`config.mk`:
```
export PLATFORM = sky130hd
export DESIGN_NAME = id_ex_pipe_reg
export DESIGN_NICKNAME = d
export VERILOG_FILES = /design/src/rtl/id_ex_pipe_reg.sv
export SDC_FILE = /design/constraint.sdc
export NUM_CORES = 1
export LEC_CHECK = 0
export CORE_AREA = 2 2 147 149
export CTS_CLUSTER_DIAMETER = 50
export CTS_CLUSTER_SIZE = 25
export DETAILED_ROUTE_END_ITERATION = 6
export DIE_AREA = 0 0 149 151
export PLACE_DENSITY_LB_ADDON = 0.08
export SLEW_MARGIN = 25
export SYNTH_ARGS = -nofsm -noshare
export SYNTH_HDL_FRONTEND = slang
export SYNTH_SLANG_ARGS = --single-unit
```
`constraint.sdc`:
```
create_clock -name clk_i -period 3.7 [get_ports clk_i]
set_clock_uncertainty 0.2 [all_clocks]
set_input_delay 0.74 -clock clk_i [delete_from_list [all_inputs] [get_ports clk_i]]
set_output_delay 0.74 -clock clk_i [all_outputs]
set_load 0.05 [all_outputs]
```
`src/rtl/id_ex_pipe_reg.sv`:
```
// ID/EX pipeline register: captures decode results for EX, with stall, flush,
// valid tracking and saturating bubble/stall/flush event counters.
module id_ex_pipe_reg #(
    parameter int XLEN  = 32,
    parameter int CNT_W = 16
) (
    input  logic              clk_i,
    input  logic              rst_i,
    input  logic              stall_i,
    input  logic              flush_i,
    input  logic              valid_i,
    input  logic [1:0]        ALUOp_i,
    input  logic              ALUSrc_i,
    input  logic              RegWrite_i,
    input  logic              MemtoReg_i,
    input  logic              MemRead_i,
    input  logic              MemWrite_i,
    input  logic              Branch_i,
    input  logic [XLEN-1:0]   RS1data_i,
    input  logic [XLEN-1:0]   RS2data_i,
    input  logic [XLEN-1:0]   Imm_i,
    input  logic [XLEN-1:0]   PC_i,
    input  logic [9:0]        funct_i,
    input  logic [4:0]        RS1addr_i,
    input  logic [4:0]        RS2addr_i,
    input  logic [4:0]        RDaddr_i,
    output logic              valid_o,
    output logic [1:0]        ALUOp_o,
    output logic              ALUSrc_o,
    output logic              RegWrite_o,
    output logic              MemtoReg_o,
    output logic              MemRead_o,
    output logic              MemWrite_o,
    output logic              Branch_o,
    output logic [XLEN-1:0]   RS1data_o,
    output logic [XLEN-1:0]   RS2data_o,
    output logic [XLEN-1:0]   Imm_o,
    output logic [XLEN-1:0]   PC_o,
    output logic [9:0]        funct_o,
    output logic [4:0]        RS1addr_o,
    output logic [4:0]        RS2addr_o,
    output logic [4:0]        RDaddr_o,
    output logic [CNT_W-1:0]  bubble_cnt_o,
    output logic [CNT_W-1:0]  stall_cnt_o,
    output logic [CNT_W-1:0]  flush_cnt_o
);

    localparam logic [CNT_W-1:0] CNT_MAX = '1;
    localparam logic [CNT_W-1:0] CNT_ONE = CNT_W'(1);

    function automatic logic [CNT_W-1:0] sat_inc(input logic [CNT_W-1:0] v);
        return (v == CNT_MAX) ? v : v + CNT_ONE;
    endfunction

    always_ff @(posedge clk_i) begin
        if (rst_i || flush_i) begin
            // Reset and flush both leave EX holding an all-zero bubble.
            valid_o    <= 1'b0;
            ALUOp_o    <= 2'b00;
            ALUSrc_o   <= 1'b0;
            RegWrite_o <= 1'b0;
            MemtoReg_o <= 1'b0;
            MemRead_o  <= 1'b0;
            MemWrite_o <= 1'b0;
            Branch_o   <= 1'b0;
            RS1data_o  <= '0;
            RS2data_o  <= '0;
            Imm_o      <= '0;
            PC_o       <= '0;
            funct_o    <= '0;
            RS1addr_o  <= '0;
            RS2addr_o  <= '0;
            RDaddr_o   <= '0;
            if (rst_i) begin
                bubble_cnt_o <= '0;
                stall_cnt_o  <= '0;
                flush_cnt_o  <= '0;
            end else begin
                bubble_cnt_o <= sat_inc(bubble_cnt_o);
                flush_cnt_o  <= sat_inc(flush_cnt_o);
            end
        end else if (stall_i) begin
            stall_cnt_o <= sat_inc(stall_cnt_o);
        end else begin
            // A NoOp from decode must never carry live control bits into EX.
            valid_o    <= valid_i;
            ALUOp_o    <= valid_i ? ALUOp_i : 2'b00;
            ALUSrc_o   <= ALUSrc_i   & valid_i;
            RegWrite_o <= RegWrite_i & valid_i;
            MemtoReg_o <= MemtoReg_i & valid_i;
            MemRead_o  <= MemRead_i  & valid_i;
            MemWrite_o <= MemWrite_i & valid_i;
            Branch_o   <= Branch_i   & valid_i;
            RS1data_o  <= RS1data_i;
            RS2data_o  <= RS2data_i;
            Imm_o      <= Imm_i;
            PC_o       <= PC_i;
            funct_o    <= funct_i;
            RS1addr_o  <= RS1addr_i;
            RS2addr_o  <= RS2addr_i;
            RDaddr_o   <= RDaddr_i;
            if (!valid_i) begin
                bubble_cnt_o <= sat_inc(bubble_cnt_o);
            end
        end
    end

endmodule

```
# After elaboration in Yosys (flattened, before gate mapping)
# Cells that the tools add are included.
# classes
add_sub_neg	3
n_eq_ne	8
n_mux	11
n_bitwise	6
reduce_logical	5
# op_table
cell	count
$mux W16	10
$add A16 B1 Y16 const B	3
$eq A16 B16 Y1 const B	3
$and A1 B1 Y1	6
$ne A2 B2 Y1 const B	3
$ne A2 B1 Y1 const B	2
$reduce_and A2 Y1	2
$reduce_and A3 Y1	1
$mux W2	1
$reduce_bool A2 Y1	1
$logic_or A1 B1 Y1	1
# word_totals
regBits	210
in_bits	166
output_inout_bits	210
elab_cells	52

# Longest topological paths before layout
# Gate-level depths: netlist (run 1).
# logic_depth
depth_word	5
depth_mapped	5
depth_no_buf	5

# Least setup slack after synthesis (run 1)
# OpenSTA, ideal clock, no wires.
# synth_path
path_kind	in2reg
startpoint	input port stall_i
endpoint	register bubble_cnt_o[0] (enable)
arrival_ns	2.207
required_ns	3.086
slack_ns	0.879
cell_stages	2
path_cell_list	clkbuf_1 > o21ai_0
# synth_via
elab_chain_len	2
# synth_lines
element	line_no	text
start, declared	9	input logic stall_i,
$ne A2 B1 Y1 (no line)	--	
$reduce_and A2 Y1 (no line)	--	
end signal, assigned	79	bubble_cnt_o <= sat_inc(bubble_cnt_o);
end signal, assigned	103	bubble_cnt_o <= sat_inc(bubble_cnt_o);
end, declared	43	output logic [CNT_W-1:0] bubble_cnt_o,
# No other way between the ends.
# A chain may end at the register's enable or synchronous reset.

# Worst setup path in the final report (run 1)
# layout_path
startpoint	register flush_cnt_o[2]
endpoint	output port flush_cnt_o[2]
# layout_lines
element	line_no	text
start, declared	45	output logic [CNT_W-1:0] flush_cnt_o
start signal, assigned	80	flush_cnt_o <= sat_inc(flush_cnt_o);
# No word-level cell between the ends.

==> flow_summary_export.csv, run 1 <==
group,metric,value,unit
placed_design,gp_congestion,0.802,
critical_path,cp_top_family,"buffers and inverters",
placed_design,placed_area,0.0123,mm2
layout,fin_area,0.0133,mm2
layout,drive_above_1_share,0.0610,
layout,nNetsFinal,1312,
clock_tree,path_clk_slew,0.06,ns
clock_tree,cts_hold_buf,0,
timing,finalCritPeriodShare,0.766,
floorplanning,fp.dieW,149,um
global_routing,gr-usage-all-layers,0.205,
routing,via_per_inst,4.84,
power_and_ir_drop,leakage,5.24,nW
synth,avgSynthCellArea,10.7,um2
clock_tree,htree_levels,1,
synth,synthTopCellsByArea,"dfxtp_1 39%, mux2i_1 19%, edfxtp_1 18%",
layout,multi_input_comb_area,0.00335,mm2
critical_path,cp_slowest_cell,"clkdlybuf4s50_1",
clock_tree,clk_latency,0.53,ns
synth,syn-cell-area,0.00823,mm2
floorplanning,io_pins,376,
clock_tree,cts_sinks,210,
clock_tree,cts_made_buffers,27,
critical_path,cp.required,2.76,ns
timing,setup_viol,0,
critical_path,cp_cell_sequence,"clkdlybuf4s50_1",
timing,hold_violations,0,
critical_path,slowest_delay,0.86,ns
layout,n_fill_cell,1771,
synth,netlist_instances,771,
power_and_ir_drop,power_density,481,mW/mm2
run_status,status,"completed",
global_routing,grt_pass1_vias,6726,
routing,routed_wl,24.4,mm
clock_tree,cts-resized-gates,0,
synth,syn_nets,940,
floorplanning,core_area,0.0208,mm2
clock_tree,postCtsSetupRepairBufs,0,
global_routing,antenna_found_initial,0,
synth,yosysUniqueCellTypes,41,
layout,area_delta_synth_final,61.5,%
synth,yosysSeqAreaShare,0.570,
worst_hold_path,hp-class,"flop to flop",
routing,avgRoutedWirePerCell,16.9,um
timing,worstMarginPinSlew,0.878,ns
synth,synth_warnings,0,
synth,synth-seq-cells,210,
floorplanning,die-area,0.0225,mm2
clock_tree,clock_path_buffers,3,
placed_design,dpl.hpwl,17.5,mm
critical_path,endpoint_kind,"output port",
global_routing,gr-total-overflow,0,
critical_path,worst_ep_arrival_time,1.89,ns
floorplanning,initial_core_util,0.395,
clock_tree,cts_tree,"done",
critical_path,crit_buf_inv,1,
synth,async_flop_share,0,
timing,finalCriticalPeriod,2.83,ns
synth,synth_enable_flop_cells,48,
timing,max_slew_margin,0.415,
routing,final_antenna_net_count,0,
timing,slew_viol_final,0,
global_routing,grt_max_degree,115,
placed_design,portBuffers,375,
layout,ff_latch_area,0.00468,mm2
timing,fmax,0.353,GHz
flow_run,drv_cap,0,
routing,firstDrtPassIters,4,
floorplanning,rows,53,
routing,num_vias,6966,
timing,rsz0062_at_grt,"false",
synth,synth_flop_cell,"dfxtp_1",
synth,synthDominantCellAreaShare,0.394,
power_and_ir_drop,peakVddDrop,0.314,mV
clock_tree,cts_root_buffer,"clkbuf_16",
routing,drtIter0Drc,275,
timing,fin_setup_tns,0,ns
routing,drc,0,
global_routing,grt_pass1_wl,36.7,mm
critical_path,worst-setup-path-type,"flop to output port",
synth,yosysTopAreaCell,"dfxtp_1",
critical_path,startpoint_type,"flop",
floorplanning,die_h,151,um
critical_path,worstPathMaxFanout,7,
==> state kept, by name, indices dropped and copies added, names as in the netlist <==
register      count
RegWrite_o        1
RS1data_o        32
Branch_o          1
valid_o           1
MemWrite_o        1
ALUSrc_o          1
RS1addr_o         5
MemtoReg_o        1
RS2addr_o         5
Imm_o            32
PC_o             32
flush_cnt_o      16
RS2data_o        32
ALUOp_o           2
RDaddr_o          5
stall_cnt_o      16
funct_o          10
bubble_cnt_o     16
MemRead_o         1
==> per-stage QoR <==
stage / hold slack, ns / setup slack, ns / power [mW] / instances / utilization
after global placement: 0.237 / 0.820 / 3.64 / 1389 / 0.591
final: 0.247 / 0.868 / 6.39 / 1440 / 0.638
after CTS: 0.251 / 0.834 / 6.46 / 1439 / 0.638
after detailed placement: 0.242 / 0.786 / 3.64 / 1389 / 0.591
after global routing: 0.285 / 0.806 / 6.62 / 1439 / 0.638
after floorplan: 0.468 / 0.879 / 3.18 / 771 / -
==> final cells by class <==
class	instances	share of cell area
well taps	275	0.0259
flip-flops and latches	210	0.353
inverters	9	0.00254
clock inverters	18	0.0180
repair buffers	385	0.292
diodes	1	0.000188
clock buffers	32	0.0560
multi-input cells	510	0.252
==> worst paths after layout <==
kind	from	end	slack (ns)	cells past startpoint
hold / removal	valid_o	valid_o	0.25	2
setup / recovery	flush_cnt_o[2]	flush_cnt_o[2]	0.87	1
hold reg to reg	valid_o	valid_o	0.25	2
setup reg to reg	stall_cnt_o[2]	stall_cnt_o[3]	1.12	4
==> metal layers <==
| layer | vias up | track usage | routed length (um) |
|---|---|---|---|
| li1 | 3440 | - | - |
| met1 | 3215 | 0.242 | 9650 |
| met2 | 260 | 0.345 | 11600 |
| met3 | 51 | 0.0705 | 2100 |
| met4 | 0 | 0.0814 | 975 |
| met5 | - | 0 | 0 |
==> where the power goes <==
| group | internal, mW | switching, mW |
|---|---|---|
| combinational | 0.443 | 0.600 |
| clock | 1.70 | 1.10 |
| sequential | 2.46 | 0.0925 |
| total | 4.60 | 1.79 |
==> cells in the mapped netlist (2+ instances only) <==
library cell,number
buf_2,4
o41ai_1,2
or3_1,8
a211oi_1,2
clkbuf_1,21
nand4_1,11
or4_1,3
o311ai_0,3
edfxtp_1,48
nand2_1,19
nor2b_1,4
or2_2,2
and2_1,4
dfxtp_1,162
inv_1,8
and4_1,5
o31ai_1,2
a31oi_1,5
buf_1,17
nor4_1,2
xnor2_1,6
and3_1,3
nor3_1,7
ha_1,3
nand3_1,17
o21ai_0,12
a21oi_1,13
a22oi_1,8
mux2i_1,155
nor2_1,190
xor2_1,15
==> cells by family (layout without fill, tap and decap cells) <==
group | after synthesis | count (layout) | share of synthesized area
flip-flops | 210 | 210 | 0.570
adder cells (fa/ha/maj) | 3 | 3 | 0.00456
other | 0 | 1 | 0
buffers and inverters | 51 | 444 | 0.0239
XOR/XNOR | 21 | 21 | 0.0224
multiplexers | 156 | 156 | 0.190
AO/OA/AOI/OAI | 49 | 49 | 0.0373
AND/OR/NAND/NOR | 281 | 281 | 0.152
==> layout by cell type (no fill, tap or decap), types with 6 or more instances in the layout <==
| master | n |
|---|---|
| a21oi_1 | 13 |
| a22oi_1 | 8 |
| buf_4 | 6 |
| clkbuf_16 | 27 |
| clkbuf_8 | 6 |
| clkdlybuf4s50_1 | 374 |
| dfxtp_1 | 162 |
| edfxtp_1 | 48 |
| inv_1 | 8 |
| inv_6 | 7 |
| mux2i_1 | 155 |
| nand2_1 | 18 |
| nand3_1 | 17 |
| nand4_1 | 11 |
| nor2_1 | 190 |
| nor3_1 | 7 |
| o21ai_0 | 11 |
| or3_1 | 8 |
| xnor2_1 | 6 |
| xor2_1 | 15 |
(Power assumes the default switching activity.)
==> run 2: changes to the inputs <==
CORE_AREA = 2 2 148 150   (was 2 2 147 149)
DIE_AREA = 0 0 150 152   (was 0 0 149 151)
clock period = 2.7 ns   (was 3.7 ns; I/O delays follow)
==> run 2 against run 1 <==
Against the previous run: combinational power is 38% higher; clock-buffer cell count shrank 5; setup slack worse by 0.77 ns; design area increased by 0.47%; routed wire length fell by 1.4%; worst hold slack improved by 0.0030 ns; largest power group unchanged.
==> flow_summary_export.csv, run 2 (synthesis gave the netlist of run 1 again) <==
group,metric,value,unit
clock_tree,cts_tree,"done",
floorplanning,die_h,152,um
clock_tree,htree_levels,1,
routing,drc,0,
timing,fin_setup_tns,0,ns
power_and_ir_drop,power,8.57,mW
routing,via_per_inst,4.79,
global_routing,gr-usage-all-layers,0.203,
floorplanning,core_area,0.0214,mm2
worst_hold_path,hp-class,"flop to flop",
critical_path,worst-setup-path-type,"flop to output port",
placed_design,dpl.hpwl,17.4,mm
power_and_ir_drop,power_density,642,mW/mm2
critical_path,startpoint_type,"flop",
floorplanning,io_pins,376,
timing,setup_viol,0,
global_routing,antenna_found_initial,2,
clock_tree,postCtsSetupRepairBufs,0,
floorplanning,fp.dieW,150,um
global_routing,gr-total-overflow,0,
placed_design,portBuffers,375,
layout,nNetsFinal,1320,
clock_tree,cts_made_buffers,27,
floorplanning,die-area,0.0228,mm2
routing,drtIter0Drc,297,
critical_path,endpoint_kind,"output port",
timing,max_slew_margin,0.584,
routing,routed_wl,24.0,mm
clock_tree,path_clk_slew,0.06,ns
flow_run,drv_cap,0,
critical_path,cp_slowest_cell,"clkdlybuf4s50_1",
critical_path,r2r_slack,0.43,ns
timing,finalCritPeriodShare,0.964,
timing,finalCriticalPeriod,2.60,ns
routing,avgRoutedWirePerCell,16.5,um
run_status,status,"completed",
layout,layout_commonest_cell,"clkdlybuf4s50_1",
routing,firstDrtPassIters,4,
routing,num_vias,6963,
critical_path,slowest_delay,0.85,ns
clock_tree,clock_path_buffers,3,
floorplanning,rows,54,
timing,hold_violations,0,
critical_path,worst_ep_arrival_time,1.86,ns
power_and_ir_drop,peakVddDrop,0.476,mV
clock_tree,cts_sinks,210,
layout,final_cell_mix,"372 x clkdlybuf4s50_1, 190 x nor2_1, 162 x dfxtp_1",
clock_tree,clk_latency,0.52,ns
power_and_ir_drop,leakage,5.29,nW
critical_path,crit_buf_inv,1,
placed_design,gp_congestion,0.788,
layout,area_delta_synth_final,62.2,%
timing,fmax,0.384,GHz
critical_path,cp_cell_sequence,"clkdlybuf4s50_1",
clock_tree,cts_root_buffer,"clkbuf_16",
layout,drive_above_1_share,0.0666,
routing,final_antenna_net_count,0,
timing,worstMarginPinSlew,0.622,ns
critical_path,worstPathMaxFanout,6,
critical_path,cp.required,1.96,ns
timing,slew_viol_final,0,
global_routing,grt_max_degree,49,
global_routing,grt_pass1_wl,37.0,mm
floorplanning,initial_core_util,0.385,
timing,rsz0062_at_grt,"false",
critical_path,cp_top_family,"buffers and inverters",
global_routing,grt_pass1_vias,6704,
[run 2: changes by cell type in the layout (fill, tap and decap cells not counted), sizes merged]
cell / delta
bufinv: -2
inv: +2
dlymetal6s2s: +2
buf: +8
clkbuf: -5
diode: +1
clkdlybuf4s50: -2
clkinvlp: +1
clkinv: +3
[run 2: through the flow]
stage	area, um2	std cells	utilization	setup WS [ns]	hold slack (ns)
floorplan	8230	771	-	0.0792	0.468
global placement	12400	1402	0.581	0.354	0.240
detailed placement	12400	1402	0.581	0.306	0.247
CTS	13300	1451	0.625	0.0253	0.257
global route	13300	1453	0.625	0.0313	0.280
finish	13300	1453	0.625	0.0963	0.250
[run 2: final cells by class]
class | count | area, um2
diodes | 2 | 5.00
clock buffers | 27 | 676
clock inverters | 22 | 246
fillers | 1802 | 8010
inverters | 9 | 33.8
multi-input cells | 510 | 3350
flip-flops and latches | 210 | 4680
well taps | 280 | 350
repair buffers | 393 | 4000
[run 2: per-layer routing]
metal  GRT usage  routed length, um  part of all wire
met1       0.244               9610              0.40
met3      0.0676               2130             0.089
met2       0.344              11700              0.49
met4      0.0593                620             0.026
met5           0                  0                 0
[run 2: what timing repair did]
item / CTS / global route
resized for setup: 0 / 2
hold buffers: 0 / 0
endpoints found under the setup margin: 0 / 2
endpoints found under the hold margin: 0 / 0
[run 2: where the power goes]
| part | switching (mW) | total (mW) | leakage [nW] | internal (mW) |
|---|---|---|---|---|
| registers | 0.128 | 3.49 | 1.85 | 3.36 |
| logic | 0.822 | 1.44 | 2.99 | 0.616 |
| clock network | 1.60 | 3.64 | 0.452 | 2.04 |
| total | 2.55 | 8.57 | 5.29 | 6.02 |
[run 2: worst paths after layout]
path,from,end,cells past startpoint
worst max-delay path,flush_cnt_o[3],flush_cnt_o[3],1
worst min-delay path,valid_o,valid_o,2
worst max register to register,flush_cnt_o[0],flush_cnt_o[14],5
worst min register to register,valid_o,valid_o,2
